File: src/rtl/calc_g_sweep_ctrl_pkg.sv
// Shared constants, types and helpers for the calc_G sweep controller.
package calc_g_sweep_ctrl_pkg;

    localparam int COORD_W = 10;
    localparam int Z_W     = 32;
    localparam int G_W     = 16;
    localparam int RES_W   = 2 * COORD_W + 2 * G_W;

    localparam logic signed [COORD_W-1:0] COORD_ONE = 10'sd1;

    typedef enum logic [1:0] {
        IDLE  = 2'd0,
        SWEEP = 2'd1,
        DRAIN = 2'd2
    } state_t;

    // Tag travelling alongside a datapath request until its result appears.
    typedef struct packed {
        logic                      valid;
        logic signed [COORD_W-1:0] m;
        logic signed [COORD_W-1:0] n;
    } tag_t;

    // Result record layout, most significant first: m, n, G_re, G_im.
    function automatic logic [RES_W-1:0] pack_result(
        input logic [COORD_W-1:0] m,
        input logic [COORD_W-1:0] n,
        input logic [G_W-1:0]     re,
        input logic [G_W-1:0]     im
    );
        return {m, n, re, im};
    endfunction

endpackage

File: src/rtl/calc_g_sweep_ctrl_if.sv
// Datapath request/response bus and downstream result stream.
interface calc_g_sweep_ctrl_if;
    import calc_g_sweep_ctrl_pkg::*;

    logic signed [COORD_W-1:0] dp_m;
    logic signed [COORD_W-1:0] dp_n;
    logic        [Z_W-1:0]     dp_zparam;
    logic        [G_W-1:0]     dp_g_re;
    logic        [G_W-1:0]     dp_g_im;

    logic                      out_valid;
    logic                      out_ready;
    logic signed [COORD_W-1:0] out_m;
    logic signed [COORD_W-1:0] out_n;
    logic        [G_W-1:0]     out_re;
    logic        [G_W-1:0]     out_im;

    modport master (
        output dp_m, dp_n, dp_zparam,
        input  dp_g_re, dp_g_im,
        output out_valid, out_m, out_n, out_re, out_im,
        input  out_ready
    );

    modport slave (
        input  dp_m, dp_n, dp_zparam,
        output dp_g_re, dp_g_im,
        input  out_valid, out_m, out_n, out_re, out_im,
        output out_ready
    );

endinterface

File: src/rtl/calc_g_sweep_ctrl_result_fifo.sv
// First-word-fall-through result FIFO with occupancy count and flush.
// Read data is forced to zero while empty so the stream idles at zero.
module calc_g_sweep_ctrl_result_fifo
    import calc_g_sweep_ctrl_pkg::*;
#(
    parameter int WIDTH = RES_W,
    parameter int DEPTH = 16
) (
    input  logic                       clk,
    input  logic                       rst,
    input  logic                       flush,
    input  logic                       wr_en,
    input  logic [WIDTH-1:0]           wr_data,
    input  logic                       rd_en,
    output logic [WIDTH-1:0]           rd_data,
    output logic [$clog2(DEPTH):0]     count
);

    localparam int AW = $clog2(DEPTH);
    localparam int CW = AW + 1;

    logic [WIDTH-1:0] mem_r [DEPTH];
    logic [AW-1:0]    wr_ptr_r;
    logic [AW-1:0]    rd_ptr_r;
    logic [CW-1:0]    count_r;

    // Pointer and occupancy bookkeeping; flush empties the queue in one edge.
    always_ff @(posedge clk) begin
        if (rst || flush) begin
            wr_ptr_r <= {AW{1'b0}};
            rd_ptr_r <= {AW{1'b0}};
            count_r  <= {CW{1'b0}};
        end else begin
            if (wr_en) begin
                wr_ptr_r <= wr_ptr_r + AW'(1);
            end
            if (rd_en) begin
                rd_ptr_r <= rd_ptr_r + AW'(1);
            end
            count_r <= count_r + CW'(wr_en) - CW'(rd_en);
        end
    end

    // Storage array; contents are don't-care until written.
    always_ff @(posedge clk) begin
        if (wr_en) begin
            mem_r[wr_ptr_r] <= wr_data;
        end
    end

    assign rd_data = (count_r != {CW{1'b0}}) ? mem_r[rd_ptr_r] : {WIDTH{1'b0}};
    assign count   = count_r;

endmodule

File: src/rtl/calc_g_sweep_ctrl.sv
// Sweeps calc_G_top over an inclusive (m,n) grid for one latched zparam,
// tags every request, captures results after G_LATENCY cycles and streams
// them out through a credit-protected FWFT FIFO (n is the inner loop).
// Optional build macro CALC_G_ABORT_EN adds an abort input that flushes
// everything in flight and ends the sweep with a done pulse.
module calc_g_sweep_ctrl
    import calc_g_sweep_ctrl_pkg::*;
#(
    parameter int G_LATENCY  = 8,
    parameter int FIFO_DEPTH = 16
) (
    input  logic                      clk,
    input  logic                      rst,
`ifdef CALC_G_ABORT_EN
    input  logic                      abort,
`endif
    input  logic                      start,
    input  logic        [Z_W-1:0]     zparam_in,
    input  logic signed [COORD_W-1:0] m_min,
    input  logic signed [COORD_W-1:0] m_max,
    input  logic signed [COORD_W-1:0] n_min,
    input  logic signed [COORD_W-1:0] n_max,
    output logic                      busy,
    output logic                      done,
    output logic                      range_err,
    calc_g_sweep_ctrl_if.master       bus
);

    localparam int                CNT_W   = $clog2(FIFO_DEPTH) + 1;
    localparam logic [CNT_W-1:0]  DEPTH_C = CNT_W'(FIFO_DEPTH);

    state_t                    state_r, state_s;
    logic signed [COORD_W-1:0] m_cur_r, n_cur_r, m_max_r, n_min_r, n_max_r;
    logic        [Z_W-1:0]     zparam_r;
    tag_t                      tag_pipe_r [G_LATENCY];
    tag_t                      tag_out_s;
    logic        [CNT_W-1:0]   reserved_r, reserved_s, fifo_count_s;
    logic                      busy_r, done_r, range_err_r;
    logic                      range_ok_s, accept_s, issue_s, at_end_s;
    logic                      pop_s, abort_s, done_s, drain_empty_s, out_valid_s;
    logic        [RES_W-1:0]   wr_data_s, rd_data_s;

`ifdef CALC_G_ABORT_EN
    assign abort_s = abort && (state_r != IDLE);
`else
    assign abort_s = 1'b0;
`endif

    assign range_ok_s    = (m_min <= m_max) && (n_min <= n_max);
    assign accept_s      = (state_r == IDLE) && start && range_ok_s;
    assign at_end_s      = (m_cur_r == m_max_r) && (n_cur_r == n_max_r);
    assign tag_out_s     = tag_pipe_r[G_LATENCY-1];
    assign out_valid_s   = (fifo_count_s != {CNT_W{1'b0}});
    assign pop_s         = out_valid_s && bus.out_ready;
    // Nothing in flight and the last FIFO entry (if any) leaves this cycle.
    assign drain_empty_s = (reserved_r == {CNT_W{1'b0}}) ||
                           ((reserved_r == CNT_W'(1)) && pop_s);
    assign done_s        = ((state_r == DRAIN) && drain_empty_s) || abort_s;

    // Next-state and issue decision; an issue needs a free FIFO credit.
    always_comb begin
        state_s = state_r;
        issue_s = 1'b0;
        case (state_r)
            IDLE: begin
                if (accept_s) begin
                    state_s = SWEEP;
                end else begin
                    state_s = IDLE;
                end
            end
            SWEEP: begin
                if (abort_s) begin
                    state_s = IDLE;
                end else if (reserved_r < DEPTH_C) begin
                    issue_s = 1'b1;
                    if (at_end_s) begin
                        state_s = DRAIN;
                    end else begin
                        state_s = SWEEP;
                    end
                end else begin
                    state_s = SWEEP;
                end
            end
            DRAIN: begin
                if (done_s) begin
                    state_s = IDLE;
                end else begin
                    state_s = DRAIN;
                end
            end
            default: begin
                state_s = IDLE;
            end
        endcase
    end

    // Credits: points in flight plus points waiting in the FIFO.
    always_comb begin
        if (abort_s) begin
            reserved_s = {CNT_W{1'b0}};
        end else begin
            reserved_s = reserved_r + CNT_W'(issue_s) - CNT_W'(pop_s);
        end
    end

    // Control state, credit counter and status pulses.
    always_ff @(posedge clk) begin
        if (rst) begin
            state_r     <= IDLE;
            reserved_r  <= {CNT_W{1'b0}};
            busy_r      <= 1'b0;
            done_r      <= 1'b0;
            range_err_r <= 1'b0;
        end else begin
            state_r     <= state_s;
            reserved_r  <= reserved_s;
            busy_r      <= (state_s != IDLE);
            done_r      <= done_s;
            range_err_r <= (state_r == IDLE) && start && !range_ok_s;
        end
    end

    // Sweep bounds and cursor; the cursor is compared before it is
    // incremented so a bound of +511 never wraps.
    always_ff @(posedge clk) begin
        if (rst) begin
            zparam_r <= {Z_W{1'b0}};
            m_max_r  <= {COORD_W{1'b0}};
            n_min_r  <= {COORD_W{1'b0}};
            n_max_r  <= {COORD_W{1'b0}};
            m_cur_r  <= {COORD_W{1'b0}};
            n_cur_r  <= {COORD_W{1'b0}};
        end else if (accept_s) begin
            zparam_r <= zparam_in;
            m_max_r  <= m_max;
            n_min_r  <= n_min;
            n_max_r  <= n_max;
            m_cur_r  <= m_min;
            n_cur_r  <= n_min;
        end else if (issue_s && !at_end_s) begin
            if (n_cur_r == n_max_r) begin
                n_cur_r <= n_min_r;
                m_cur_r <= m_cur_r + COORD_ONE;
            end else begin
                n_cur_r <= n_cur_r + COORD_ONE;
            end
        end
    end

    // Tag delay line aligned with the datapath latency; abort kills all tags.
    always_ff @(posedge clk) begin
        if (rst || abort_s) begin
            for (int i = 0; i < G_LATENCY; i++) begin
                tag_pipe_r[i] <= '0;
            end
        end else begin
            tag_pipe_r[0] <= '{valid: issue_s, m: m_cur_r, n: n_cur_r};
            for (int i = 1; i < G_LATENCY; i++) begin
                tag_pipe_r[i] <= tag_pipe_r[i-1];
            end
        end
    end

    assign wr_data_s = pack_result(tag_out_s.m, tag_out_s.n, bus.dp_g_re, bus.dp_g_im);

    calc_g_sweep_ctrl_result_fifo #(
        .WIDTH (RES_W),
        .DEPTH (FIFO_DEPTH)
    ) u_fifo (
        .clk     (clk),
        .rst     (rst),
        .flush   (abort_s),
        .wr_en   (tag_out_s.valid),
        .wr_data (wr_data_s),
        .rd_en   (pop_s),
        .rd_data (rd_data_s),
        .count   (fifo_count_s)
    );

    assign bus.dp_m      = m_cur_r;
    assign bus.dp_n      = n_cur_r;
    assign bus.dp_zparam = zparam_r;
    assign bus.out_valid = out_valid_s;
    assign {bus.out_m, bus.out_n, bus.out_re, bus.out_im} = rd_data_s;

    assign busy      = busy_r;
    assign done      = done_r;
    assign range_err = range_err_r;

endmodule

File: src/flat_wrapper.sv
// flat-port wrapper written by rule: the top's interface ports become plain ports
module calc_g_sweep_ctrl_flat import calc_g_sweep_ctrl_pkg::*;
#(
    parameter int G_LATENCY  = 8,
    parameter int FIFO_DEPTH = 16
)
  (clk, rst, start, zparam_in, m_min, m_max, n_min, n_max, busy, done, range_err, bus_dp_m, bus_dp_n, bus_dp_zparam, bus_dp_g_re, bus_dp_g_im, bus_out_valid, bus_out_m, bus_out_n, bus_out_re, bus_out_im, bus_out_ready);
  calc_g_sweep_ctrl_if bus_i ();
  input  logic clk;
  input  logic rst;
  input  logic start;
  input  logic        [Z_W-1:0] zparam_in;
  input  logic signed [COORD_W-1:0] m_min;
  input  logic signed [COORD_W-1:0] m_max;
  input  logic signed [COORD_W-1:0] n_min;
  input  logic signed [COORD_W-1:0] n_max;
  output logic busy;
  output logic done;
  output logic range_err;
  output wire logic [$bits(bus_i.dp_m)-1:0] bus_dp_m;
  output wire logic [$bits(bus_i.dp_n)-1:0] bus_dp_n;
  output wire logic [$bits(bus_i.dp_zparam)-1:0] bus_dp_zparam;
  input wire logic [$bits(bus_i.dp_g_re)-1:0] bus_dp_g_re;
  input wire logic [$bits(bus_i.dp_g_im)-1:0] bus_dp_g_im;
  output wire logic [$bits(bus_i.out_valid)-1:0] bus_out_valid;
  output wire logic [$bits(bus_i.out_m)-1:0] bus_out_m;
  output wire logic [$bits(bus_i.out_n)-1:0] bus_out_n;
  output wire logic [$bits(bus_i.out_re)-1:0] bus_out_re;
  output wire logic [$bits(bus_i.out_im)-1:0] bus_out_im;
  input wire logic [$bits(bus_i.out_ready)-1:0] bus_out_ready;
  assign bus_dp_m = bus_i.dp_m;
  assign bus_dp_n = bus_i.dp_n;
  assign bus_dp_zparam = bus_i.dp_zparam;
  assign bus_i.dp_g_re = bus_dp_g_re;
  assign bus_i.dp_g_im = bus_dp_g_im;
  assign bus_out_valid = bus_i.out_valid;
  assign bus_out_m = bus_i.out_m;
  assign bus_out_n = bus_i.out_n;
  assign bus_out_re = bus_i.out_re;
  assign bus_out_im = bus_i.out_im;
  assign bus_i.out_ready = bus_out_ready;
  calc_g_sweep_ctrl #(.G_LATENCY(G_LATENCY), .FIFO_DEPTH(FIFO_DEPTH)) u_core (.clk(clk), .rst(rst), .start(start), .zparam_in(zparam_in), .m_min(m_min), .m_max(m_max), .n_min(n_min), .n_max(n_max), .busy(busy), .done(done), .range_err(range_err), .bus(bus_i));
endmodule
File: config.mk
export PLATFORM = sky130hd
export DESIGN_NAME = calc_g_sweep_ctrl_flat
export DESIGN_NICKNAME = d
export VERILOG_FILES = /design/src/rtl/calc_g_sweep_ctrl_pkg.sv /design/src/rtl/calc_g_sweep_ctrl_if.sv /design/src/rtl/calc_g_sweep_ctrl_result_fifo.sv /design/src/rtl/calc_g_sweep_ctrl.sv /design/src/flat_wrapper.sv
export SDC_FILE = /design/constraint.sdc
export NUM_CORES = 1
export LEC_CHECK = 0
export CAP_MARGIN = 5
export CELL_PAD_IN_SITES_DETAIL_PLACEMENT = 0
export CELL_PAD_IN_SITES_GLOBAL_PLACEMENT = 1
export CORE_ASPECT_RATIO = 1.1
export CORE_MARGIN = 3
export CORE_UTILIZATION = 47
export DETAILED_ROUTE_END_ITERATION = 12
export GPL_TIMING_DRIVEN = 0
export PLACE_DENSITY_LB_ADDON = 0.15
export REMOVE_ABC_BUFFERS = 1
export SLEW_MARGIN = 0
export SYNTH_ARGS = -nofsm -noshare
export SYNTH_HDL_FRONTEND = slang
export SYNTH_SLANG_ARGS = --single-unit
export TNS_END_PERCENT = 10
File: constraint.sdc
create_clock -name clk -period 3.14 [get_ports clk]
set_input_delay 0.942 -clock clk [delete_from_list [all_inputs] [get_ports clk]]
set_output_delay 0.942 -clock clk [all_outputs]
set_load 0.02 [all_outputs]
==> run_results.csv <==
group,metric,value,unit
drt,drtAntennaViolNets,0,
logic_synthesis,parity_gate_share_of_the_synthesized_area_counting_xor_and_xnor_cells,0.862,%
setup_path,crit_path_start_kind,"flip-flop",
floorplan,total_die_area,0.0919,mm^2
clocking,cts.reportedPaths.clkPinSlew,60,ps
drt,topRoutingLayerUsed,"met4",
clocking,cts_sinks,1109,
global_route,gr-total-overflow,0,
logic_synthesis,yosysSeqAreaShare,73.5,%
clocking,clock_tree_from_tritoncts,"done",
drt,dr.pass1.iters,5,
timing,fin_worst_skew,20.5,ps
setup_path,worst-path-max-fanout,8,
pwr,total_leakage_power,0.0164,uW
setup_path,timing.critical_path.max_delay_family,"multiplexers",
pwr,p_total,39300,uW
layout,finish.net_count,2716,
layout,multiInputGateArea,0.0106,mm^2
logic_synthesis,synth_top_family_by_area,"multiplexers",
logic_synthesis,synth-compound-area-share,2.09,%
drt,detailroute.wirelength.met2,48700,um
worst_hold_path,hold_class,"reg -> reg",
floorplan,floorplan.die.height,318,um
floorplan,rows,113,
timing,slew_violations,0,
floorplan,initial_core_util,47.7,%
logic_synthesis,yosys_warnings,0,
drt,wl_cell,24.3,um
logic_synthesis,asyncSetResetFlopFracSynth,0,%
setup_path,data_arrival_critical_path,2940,ps
clocking,cts_buffer_count,112,
setup_path,critPathRequiredTime,2200,ps
logic_synthesis,synth_top_cell_area_share,60.2,%
timing,hold_slack,424,ps
logic_synthesis,synth.top_cells.by_area,"sky130_fd_sc_hd__edfxtp_1, sky130_fd_sc_hd__mux4_2, sky130_fd_sc_hd__dfxtp_1",
clocking,htree_levels,3,
global_route,antenna_found_initial,1,
logic_synthesis,dominantRegCellSynth,"sky130_fd_sc_hd__edfxtp_1",
layout,nFillCells,6505,
placed_design,hpwl,46700,um
drt,detailedRoute.firstIterationViolations,1717,
drt,totalWireLength,92700,um
logic_synthesis,synthAdderAreaFrac,1.27,%
clocking,clk_path_buf_depth,3,
setup_path,timing.setup.critical_path_class,"reg -> out",
placed_design,place.port_buffers,215,
timing,max_slew_margin,43.0,%
placed_design,setup_slack_after_placement,-1440,ps
setup_path,worst-path-buf-inv,5,
logic_synthesis,synth.area.mux_share,14.2,%
logic_synthesis,synth_cell_types,57,
placed_design,finalWeightedCongestion,0.764,
logic_synthesis,syn_avg_cell_area,18.4,um^2
timing,fmax,258,MHz
global_route,maximum_number_of_pins_on_one_net_before_global_route_repair,144,
setup_path,cp_slowest_stage_delay,510,ps
flow_run,max_cap_viol_count,0,
drt,avgViaCountPerCell,5.52,
floorplan,num_io_pins,216,
timing,final.period_utilization,124,%
logic_synthesis,synthDominantAreaCellType,"sky130_fd_sc_hd__edfxtp_1",
setup_path,type_of_destination_of_the_critical_path,"output port",
clocking,holdBufCountCts,0,
clocking,cts-root-buf,"sky130_fd_sc_hd__clkbuf_16",
global_route,first_global_vias,22287,
global_route,grt_util_all_layers,20.4,%
logic_synthesis,synth-edff-count,832,
drt,via_count_of_the_routed_design,21048,
layout,share_of_final_layout_standard_cells_stronger_than_drive_strength_1,26.3,%
pwr,pwr_density_cell,774,mW/mm^2
drt,detail_route.drc_violations,0,
timing,rsz0062_at_grt,"true",
logic_synthesis,postSynthCellCount,2251,
logic_synthesis,synth_simple_gate_area_share,6.34,%
run_status,failing_checks,"negative setup slack",
clocking,clkLatencyLatePin,680,ps
placed_design,place_inst,3528,
logic_synthesis,ff_latch_count_synth,1109,
layout,finish.utilization,58.4,%
logic_synthesis,synth.cell_area,0.0415,mm^2
layout,final-instance-count-excl-fill,3815,
global_route,grt_first_pass_wirelength,139000,um
timing,final_hold_viol_count,0,
drt,drt-met1-wl,36900,um
floorplan,core-area,0.0870,mm^2
layout,area.growth.synth_to_final,22.3,%
setup_path,timing.critical_path.cells,"buf_12, buf_16, buf_16, buf_12, mux4_2, mux4_2, and2_4, buf_6",
setup_path,critical-path-slowest-cell,"sky130_fd_sc_hd__mux4_2",
floorplan,die_x,289,um
timing,worstMarginPinSlew,855,ps
layout,area.sequential,0.0305,mm^2
timing,layout_min_cycle_time,3880,ps
timing,final-setup-viol-count,111,
drt,route.met3.wl,5160,um
pwr,worst_ir_drop_vdd,489,uV
timing,setup_slack,-741,ps
run_status,status,"finished with violations",
[per-stage QoR]
stage                TNS, ps  area [um^2]
detailed placement   -130500        45500
global route          -53500        50800
finish                -37500        50800
CTS                   -40500        50500
floorplan            -482300        41000
global placement    -3210100        44600
[final timing paths]
kind | start | to | slack [ps] | cells past startpoint
max reg2reg | u_core.u_fifo.count[2] | u_core.u_fifo.count[4] | 220 | 14
max | flip-flop | bus_out_n[6] | -740 | 8
min reg2reg | u_core.tag_pipe_r[0][23] | u_core.tag_pipe_r[0][44] | 420 | 1
min | u_core.tag_pipe_r[0][23] | u_core.tag_pipe_r[0][44] | 420 | 1
[sequential cells by signal (all words and copies together) (netlist names), 2 cells and up, named ones only]
name	count
u_core.u_fifo.mem_r	832
u_core.tag_pipe_r	168
u_core.bus.dp_zparam	32
u_core.bus.dp_m	10
u_core.bus.dp_n	10
u_core.m_max_r	10
u_core.n_max_r	10
u_core.n_min_r	10
u_core.reserved_r	5
u_core.u_fifo.count	5
u_core.u_fifo.rd_ptr_r	4
u_core.u_fifo.wr_ptr_r	4
u_core.state_r	2
[cell usage after synthesis, types with 2 or more instances]
master and instances:
sky130_fd_sc_hd__buf_6 4, sky130_fd_sc_hd__nor3_1 9, sky130_fd_sc_hd__buf_4 2, sky130_fd_sc_hd__or3_1 4
sky130_fd_sc_hd__and3_1 6, sky130_fd_sc_hd__o21ai_0 7, sky130_fd_sc_hd__ha_1 39, sky130_fd_sc_hd__nand2b_1 6
sky130_fd_sc_hd__xor2_1 16, sky130_fd_sc_hd__a211oi_2 8, sky130_fd_sc_hd__a21oi_1 82, sky130_fd_sc_hd__buf_2 24
sky130_fd_sc_hd__edfxtp_1 832, sky130_fd_sc_hd__nor2_1 47, sky130_fd_sc_hd__a21o_1 2, sky130_fd_sc_hd__nand2_1 150
sky130_fd_sc_hd__o21ai_1 3, sky130_fd_sc_hd__or2_1 2, sky130_fd_sc_hd__xnor2_1 23, sky130_fd_sc_hd__a2111oi_2 2
sky130_fd_sc_hd__mux4_2 260, sky130_fd_sc_hd__nor3b_1 3, sky130_fd_sc_hd__clkbuf_1 72, sky130_fd_sc_hd__dfxtp_1 277
sky130_fd_sc_hd__buf_1 16, sky130_fd_sc_hd__nor4_1 6, sky130_fd_sc_hd__o2111ai_1 4, sky130_fd_sc_hd__mux2i_1 5
sky130_fd_sc_hd__nand3_1 8, sky130_fd_sc_hd__and2_1 69, sky130_fd_sc_hd__nand4_1 9, sky130_fd_sc_hd__o31ai_1 2
sky130_fd_sc_hd__a31oi_1 6, sky130_fd_sc_hd__nor2b_1 164, sky130_fd_sc_hd__a211oi_1 7, sky130_fd_sc_hd__inv_1 50
sky130_fd_sc_hd__o32a_1 2, sky130_fd_sc_hd__fa_1 2, sky130_fd_sc_hd__o221ai_1 3
[report_power, final]
| part | switching, uW | total, uW | internal [uW] | leakage [uW] |
|---|---|---|---|---|
| clock network | 5570 | 13700 | 8090 | 0.00185 |
| logic | 4310 | 9570 | 5260 | 0.00505 |
| registers | 197 | 16100 | 15900 | 0.00946 |
[what timing repair did]
item	in CTS	in global routing
endpoints found under the setup margin	123	131
buffers inserted	43	14
resized for setup	332	78
pin swaps	6	6
gates cloned	22	1
[cell usage in the layout (no fill, tap or decap), types with 24 or more instances in the layout]
cell type / n
sky130_fd_sc_hd__edfxtp_1: 832
sky130_fd_sc_hd__dfxtp_1: 272
sky130_fd_sc_hd__mux4_2: 260
sky130_fd_sc_hd__nor2b_1: 164
sky130_fd_sc_hd__clkdlybuf4s50_1: 158
sky130_fd_sc_hd__nand2_1: 150
sky130_fd_sc_hd__clkbuf_16: 118
sky130_fd_sc_hd__a21oi_1: 78
sky130_fd_sc_hd__and2_4: 54
sky130_fd_sc_hd__buf_6: 51
sky130_fd_sc_hd__inv_1: 47
sky130_fd_sc_hd__buf_16: 45
sky130_fd_sc_hd__nor2_1: 40
sky130_fd_sc_hd__ha_1: 34
sky130_fd_sc_hd__buf_4: 24
[final cells by class]
cell class / count / area share (%)
antenna: 1 / 0.00493
clock buffer: 145 / 6.05
clock inverter: 66 / 1.51
inverter: 50 / 0.370
multi-input combinational: 974 / 20.9
sequential: 1109 / 60.1
tap: 1150 / 2.83
timing repair buffer: 320 / 8.21
[kinds of logic (layout without fill, tap and decap cells)]
logic type	Yosys count	in the layout
buffers and inverters	168	581
flip-flops	1109	1109
XOR/XNOR	40	40
multiplexers	265	265
AO/OA/AOI/OAI	134	134
adder cells (fa/ha/maj)	41	41
AND/OR/NAND/NOR	494	494
other	0	1
[layer usage]
metal | global-route usage (%) | up-vias
met4 | 5.74 | 0
li1 | - | 9352
met1 | 26.6 | 10961
met3 | 3.73 | 137
met2 | 35.0 | 598
met5 | 0 | -
No activity file was read; power rests on OpenSTA's default activity.
